`config.mk`:
```
export PLATFORM = sky130hd
export DESIGN_NAME = if_instr_buffer
export DESIGN_NICKNAME = d
export VERILOG_FILES = /design/src/rtl/if_instr_buffer.sv
export SDC_FILE = /design/constraint.sdc
export NUM_CORES = 1
export LEC_CHECK = 0
export BUFFER_PORTS_ARGS = -buffer_cell sky130_fd_sc_hd__buf_2
export CORE_MARGIN = 2
export CORE_UTILIZATION = 55
export CTS_CLUSTER_DIAMETER = 150
export DETAILED_ROUTE_END_ITERATION = 8
export GPL_TIMING_DRIVEN = 0
export PLACE_DENSITY = 0.77
export SYNTH_ARGS = -nofsm -noshare
export SYNTH_HDL_FRONTEND = slang
export SYNTH_SLANG_ARGS = --single-unit
```
`constraint.sdc`:
```
create_clock -name clk -period 5.3 [get_ports clk]
set_clock_uncertainty 0.15 [all_clocks]
set_input_delay 0.53 -clock clk [delete_from_list [all_inputs] [get_ports clk]]
set_output_delay 0.53 -clock clk [all_outputs]
set_load 0.05 [all_outputs]
```
`src/rtl/if_instr_buffer.sv`:
```
// Fetch-to-decode instruction buffer: a circular FIFO of {instr, pc, except} entries.
// The head is presented to the decode register, or a zero bubble when the buffer is empty.
module if_instr_buffer #(
    parameter int unsigned DEPTH = 4,
    parameter type ExceptinPipeType = logic [7:0]
) (
    input  logic                       clk,
    input  logic                       rst,
    input  logic                       Fetch_Valid,
    input  logic [31:0]                Fetch_Instr,
    input  logic [31:0]                Fetch_PC,
    input  ExceptinPipeType            Fetch_ExceptType,
    output logic                       Fetch_Ready,
    input  logic                       IF_Flush,
    input  logic                       ID_Wr,
    output logic [31:0]                IF_Instr,
    output logic [31:0]                IF_PC,
    output ExceptinPipeType            IF_ExceptType,
    output logic                       IF_Valid,
    output logic [$clog2(DEPTH):0]     Buf_Count
);

    localparam int unsigned AW = $clog2(DEPTH);
    localparam logic [AW-1:0] PTR_ONE = AW'(1);
    localparam logic [AW:0]   CNT_ONE = (AW + 1)'(1);
    localparam logic [AW:0]   CNT_FULL = (AW + 1)'(DEPTH);

    // Storage is deliberately left unreset; only pointers and count carry state meaning.
    logic [31:0]     instr_mem [DEPTH];
    logic [31:0]     pc_mem    [DEPTH];
    ExceptinPipeType exc_mem   [DEPTH];

    logic [AW-1:0] wr_ptr_q, wr_ptr_d;
    logic [AW-1:0] rd_ptr_q, rd_ptr_d;
    logic [AW:0]   count_q, count_d;

    logic push;
    logic pop;

    assign Fetch_Ready = (count_q < CNT_FULL) && !IF_Flush;
    assign IF_Valid    = (count_q != '0);
    assign Buf_Count   = count_q;

    assign push = Fetch_Valid && Fetch_Ready;
    assign pop  = ID_Wr && IF_Valid;

    always_comb begin
        wr_ptr_d = wr_ptr_q;
        rd_ptr_d = rd_ptr_q;
        count_d  = count_q;
        if (IF_Flush) begin
            wr_ptr_d = '0;
            rd_ptr_d = '0;
            count_d  = '0;
        end else begin
            if (push) wr_ptr_d = wr_ptr_q + PTR_ONE;
            if (pop)  rd_ptr_d = rd_ptr_q + PTR_ONE;
            unique case ({push, pop})
                2'b10:   count_d = count_q + CNT_ONE;
                2'b01:   count_d = count_q - CNT_ONE;
                default: count_d = count_q;
            endcase
        end
    end

    always_ff @(posedge clk or posedge rst) begin
        if (rst) begin
            wr_ptr_q <= '0;
            rd_ptr_q <= '0;
            count_q  <= '0;
        end else begin
            wr_ptr_q <= wr_ptr_d;
            rd_ptr_q <= rd_ptr_d;
            count_q  <= count_d;
        end
    end

    always_ff @(posedge clk) begin
        if (push) begin
            instr_mem[wr_ptr_q] <= Fetch_Instr;
            pc_mem[wr_ptr_q]    <= Fetch_PC;
            exc_mem[wr_ptr_q]   <= Fetch_ExceptType;
        end
    end

    // Empty buffer presents an all-zero bubble (instruction 0 is a nop).
    always_comb begin
        IF_Instr      = '0;
        IF_PC         = '0;
        IF_ExceptType = '0;
        if (IF_Valid) begin
            IF_Instr      = instr_mem[rd_ptr_q];
            IF_PC         = pc_mem[rd_ptr_q];
            IF_ExceptType = exc_mem[rd_ptr_q];
        end
    end

endmodule

```
==> results of run 1 <==
-- cells by family after synthesis --
group | after synthesis | share of synthesized area [%]
AO/OA/AOI/OAI | 9 | 0.6481
XOR/XNOR | 5 | 0.3845
adder cells (fa/ha/maj) | 5 | 0.6151
buffers and inverters | 31 | 1.626
flip-flops | 295 | 77.45
multiplexers | 74 | 14.41
AND/OR/NAND/NOR | 90 | 4.866
-- cell type report --
type / instances / share of cell area, %
sequential: 295 / 65.50
multi-input combinational: 183 / 17.77
timing repair buffer: 156 / 6.501
clock buffer: 43 / 6.000
tap: 270 / 2.508
buffer: 27 / 1.263
clock inverter: 10 / 0.3529
inverter: 4 / 0.1115
-- power by group --
part / switching, W / internal (W)
clock: 0.000778 / 0.00105
sequential: 0.0000304 / 0.00267
combinational: 0.000970 / 0.000457
-- synth_stat cells, types with 2 or more instances --
| library cell | instances |
|---|---|
| a21oi_1 | 2 |
| and2_1 | 76 |
| buf_2 | 13 |
| buf_6 | 7 |
| clkbuf_1 | 7 |
| dfrtp_1 | 7 |
| edfxtp_1 | 288 |
| ha_1 | 4 |
| inv_1 | 4 |
| mux2i_1 | 2 |
| mux4_2 | 72 |
| nand2_1 | 2 |
| nor2_1 | 6 |
| xnor2_1 | 3 |
| xor2_1 | 2 |
-- flip-flops by register name, indices dropped and copies added, names as in the netlist --
name	flops
instr_mem	128
pc_mem	128
exc_mem	32
Buf_Count	3
rd_ptr_q	2
wr_ptr_q	2
-- repair_timing --
action                                  in CTS  in global routing
hold endpoints to repair                     7                  0
hold buffers                                 1                  0
endpoints found under the setup margin       0                  0
resized for setup                            0                  0
-- metrics by stage --
stage	utilization (%)	total power (W)	setup slack, ns
global route	66.36	0.006155	2.025
finish	66.36	0.005950	2.180
global placement	61.51	0.004165	0.6796
CTS	66.36	0.006006	2.133
floorplan	-	0.003834	1.836
detailed placement	62.10	0.004193	2.696
-- metal layers --
| metal | global-route usage [%] | routed length, um |
|---|---|---|
| met1 | 25.78 | 8449 |
| met2 | 32.56 | 10330 |
| met3 | 4.043 | 1269 |
| met4 | 4.619 | 437 |
| met5 | 0 | 13 |
-- worst paths after layout --
check	endpoint	depth (start not counted)
worst max-delay path	IF_Instr[9]	6
worst min-delay path	instr_mem[1][13]	1
worst max register to register	pc_mem[3][16]	4
worst min register to register	wr_ptr_q[0]	2
max in group asynchronous	wr_ptr_q[1]	3
min in group asynchronous	Buf_Count[2]	3
-- critical path, stage by stage (launching register included) --
cell and delay, ns:
dfrtp_1 0.34, buf_2 0.23, or3_1 0.15, buf_2 0.29, clkbuf_1 0.39, and2_1 0.24, buf_2 0.27
-- layout by cell type, fill, tap and decap left out, types with 2 or more instances in the layout --
cell	count
mux2i_1	2
clkinv_2	5
clkbuf_1	18
buf_2	164
clkinv_1	4
ha_1	4
dfrtp_1	7
and2_1	72
xnor2_1	3
and2_4	4
inv_1	4
buf_6	7
nor2_1	6
a21oi_1	2
xor2_1	2
edfxtp_1	288
clkbuf_8	3
clkbuf_16	29
nand2_1	2
buf_16	4
mux4_2	72
==> metrics, run 1 <==
CTS max path bufs=3; Final Slew Violations=0; crit path launch=Buf_Count[2]; Post-synth EDFFs=288; Final nets=778; register area=8823 sq um; Clock Sinks=295; initial antenna violation count=1; total power density per cell area=441.6 nW/um^2; total CTS buffers=29; grt total ovfl=0; syn_area_per_cell=22.38 sq um; sequential fraction of the synthesis area=77.45%; Non-Filler Instances=988; Clk pin slew, worst setup/hold paths=0.06 ns; CTS tree=built; unrepaired setup endpoints after global routing=no; top cells by area, synth=edfxtp_1 76%, mux4_2 14%, and2_1 4.2%, dfrtp_1 1.5%, buf_6 0.69%; Die Ht=147.9 um; vias per cell=5.540; Mapped Nets=591; DRC Markers=0; Distinct cells, synth=29; routability cong.=0.7475; placed instance count=934; Max VDD drop=0.3517 mV; worst-margin pin slew=0.6026 ns; asr flop ratio synth=2.373%; DRT iter0 DRCs=274; Final period util=58.87%; Worst Path Arrival=2.44 ns; CTS Root Buffer Type=clkbuf_16; Peak Freq=0.3205 GHz; Worst Hold Margin=0.05825 ns; HP Class=primary input to register; Primary FF master, synth=edfxtp_1; share of the synthesized area in the top cell type=75.91%; Total GRT Usage=19.11%; Final Hold Violating Endpoints=0; number of nets with antenna violations after routing=0; max_slew headroom=59.83%; vias in the first global route=5933; Worst EP required=4.62 ns; chip width=147.9 um; number of port buffers=151; mapped cell area=11390 sq um; Multi-input gate area=2394 sq um; diode count=0; I/O Pins=154; Yosys reg bits=295; core area=20300 sq um; share of cells above drive strength 1=40.53%; DP HPWL=13.04 mm; FF-to-FF setup slack=2.88 ns; hold path startpoint=Fetch_Instr[13]; Initial Utilization=56.12%; Syn Inst Count=509; Fin Setup TNS=0 ns; Post-Route WL=20.50 mm; std cell rows=52; FF-to-FF Start=Buf_Count[2]; status=finished clean; CP Launch Type=register; Fillers=1402; leakage=4.685 nW; vias=5474; die area=21880 sq um; setup violators final=0; DRT Pass-1 Iters=5; Post-CTS Setup Bufs=0; Max-cap violations=0; instance area at placement=12610 sq um; Ys Warns=0; pin count of the biggest net entering global routing=39; Layout area overhead=18.25%; H-Tree Depth=1; critical path endpoint category=primary output; Yosys top cell by area=edfxtp_1; Crit Path Class=register to primary output; clk_lat worst skew=0.53 ns; crit-path max FO=10; Post-Layout Inst Area=13470 sq um; crit path time final=3.120 ns; Routed wire per std cell=20.75 um; global-route wire length before repair=32.07 mm
Note: power is estimated with default switching activity, not from simulation.
==> run 2, diff against run 1 <==
==> constraint.sdc (replaced) <==
create_clock -name clk -period 3.12 [get_ports clk]
set_clock_uncertainty 0.15 [all_clocks]
set_input_delay 0.312 -clock clk [delete_from_list [all_inputs] [get_ports clk]]
set_output_delay 0.312 -clock clk [all_outputs]
set_load 0.05 [all_outputs]
==> metrics, run 2 (synthesized netlist as in run 1, its figures left out) <==
setup violators final=0 (unchanged); chip width=147.9 um (unchanged); crit path time final=2.917 ns; Final Hold Violating Endpoints=0 (unchanged); vias=5800 (+6.0%); vias in the first global route=6241 (+5.2%); critical path endpoint category=primary output; crit-path max FO=10 (unchanged); pin count of the biggest net entering global routing=40 (+2.6%); FF-to-FF Start=Buf_Count[2]; grt total ovfl=0 (unchanged); Crit Path Class=register to primary output; Max-cap violations=0 (unchanged); total power density per cell area=731.7 nW/um^2 (+66%); DRT Pass-1 Iters=6 (+1); share of cells above drive strength 1=37.11% (-3.4 points); Endpoint, Worst Hold=rd_ptr_q[1]; routability cong.=0.7656 (+2.4%); Critical R2R Capture=instr_mem[0][27]; routing usage on met1=26.31% (+0.53 points); total CTS buffers=30 (+3.4%); unrepaired setup endpoints after global routing=no; DRC Markers=0 (unchanged); commonest cells after routing, fill and taps aside=288 x edfxtp_1, 164 x buf_2, 76 x dlygate4sd3_1; I/O Pins=154 (unchanged); number of port buffers=151 (unchanged); hold path startpoint=ID_Wr; CTS Root Buffer Type=clkbuf_16; CP Launch Type=register; Final Slew Violations=0 (unchanged); Clk pin slew, worst setup/hold paths=0.06 ns (about the same); WHS Path Cells=4 (+3); Worst Slack Setup Final=0.2025 ns (-1.977 ns); number of nets with antenna violations after routing=0 (unchanged); Post-Layout Inst Area=14300 sq um (+6.1%); Multi-input gate area=2394 sq um (unchanged); clk_lat worst skew=0.53 ns (about the same); most crowded layer after global routing=met2; path depth of the worst reg2reg path=4 (unchanged); registers with the most flip-flops=instr_mem x128, pc_mem x128, exc_mem x32; pre-CTS setup slack=0.6755 ns (-2.021 ns); PostCTS Resize Cnt=0 (unchanged); Final nets=854 (+9.8%); initial antenna violation count=0 (-1); total power=0.01046 W (+76%); GRT met2 Usage=35.74% (+3.2 points); Layout area overhead=25.50%; die area=21880 sq um (unchanged); Post-Route WL=21.84 mm (+6.6%); met3 Track Usage GR=3.981% (-0.062 points); Total GRT Usage=20.22% (+1.1 points); worst-margin pin slew=0.6138 ns (+0.01127 ns); Peak Freq=0.3428 GHz; CTS max path bufs=3 (unchanged); commonest non-fill, non-tap cell in the layout=edfxtp_1; status=finished clean; Initial Utilization=56.12% (unchanged); std cell rows=52 (unchanged); CTS tree=built; Die Ht=147.9 um (unchanged); register area=8823 sq um (unchanged); Worst Path Arrival=2.46 ns (+0.02 ns); Clock Sinks=295 (unchanged); H-Tree Depth=1 (unchanged); HP Class=primary input to register; core area=20300 sq um (unchanged); Core Util, Final=70.43% (+4.1 points); max_slew headroom=59.08% (-0.75 points); instance area at placement=12590 sq um (-0.12%); leakage=5.035 nW (+7.5%); FF-to-FF setup slack=0.69 ns (-2.19 ns); Final period util=93.51%; Routed wire per std cell=20.51 um (-1.1%); vias per cell=5.446 (-1.7%); Worst EP required=2.66 ns (-1.96 ns); DRT iter0 DRCs=327 (+19%); global-route wire length before repair=33.85 mm (+5.6%); Fillers=1304 (-7.0%); Max VDD drop=0.8007 mV (+130%); DP HPWL=13.03 mm (about the same); diode count=0 (unchanged)
[run 2: cell count changes in the layout (fill, tap and decap cells not counted), moves of 2 or more]
| cell | previous run | this run |
|---|---|---|
| bufinv_16 | 0 | 2 |
| clkinv_1 | 4 | 9 |
| clkbuf_16 | 29 | 31 |
| clkbuf_1 | 18 | 11 |
| clkbuf_8 | 3 | 0 |
| buf_12 | 0 | 2 |
| dlygate4sd3_1 | 1 | 76 |
| buf_16 | 4 | 2 |
[run 2: per-stage QoR]
stage,TNS [ns],cells,hold WS (ns)
finish,0,1065,0.09458
global route,0,1065,0.1171
CTS,0,1065,0.06845
detailed placement,0,934,0.1382
global placement,-1.995,930,0.1095
floorplan,0,509,-0.03460
[run 2: power by group]
part	total [W]	internal (W)	switching (W)	leakage (nW)
registers	0.00458	0.00453	0.0000510	2.71
clock network	0.00337	0.00197	0.00140	0.460
logic	0.00251	0.000838	0.00167	1.87
[run 2: critical path: stages, from the launching register on]
cell	delay, ns
dfrtp_1	0.34
buf_2	0.24
or3_1	0.15
buf_2	0.29
clkbuf_1	0.40
and2_1	0.22
buf_2	0.27
[run 2: how the worst max path moves through the flow]
stage	start	endpoint	cells past startpoint
floorplan	Buf_Count[2]	exc_mem[0][0]	3
global placement	Buf_Count[2]	pc_mem[0][7]	3
detailed placement	Buf_Count[2]	pc_mem[0][12]	4
CTS	Buf_Count[2]	IF_Instr[7]	6
global route	Buf_Count[2]	IF_Instr[6]	6
finish	Buf_Count[2]	IF_Instr[10]	6
[run 2: final cells by class]
type                       instances  share of cell area, %
sequential                       295                  61.71
multi-input combinational        183                  16.74
timing repair buffer             231                  11.27
clock buffer                      35                  5.531
tap                              270                  2.363
buffer                            27                  1.190
clock inverter                    20                  1.085
inverter                           4                 0.1050
[run 2: per-layer routing]
metal / share of wire (%) / up-vias
li1: - / 2589
met2: 52 / 194
met3: 5.4 / 34
met1: 40 / 2983
met4: 2.0 / 0
met5: 0 / -
[run 2: what timing repair did]
item | CTS | global route
endpoints found under the hold margin | 302 | 0
buffers inserted | 0 | 0
hold buffers | 76 | 0
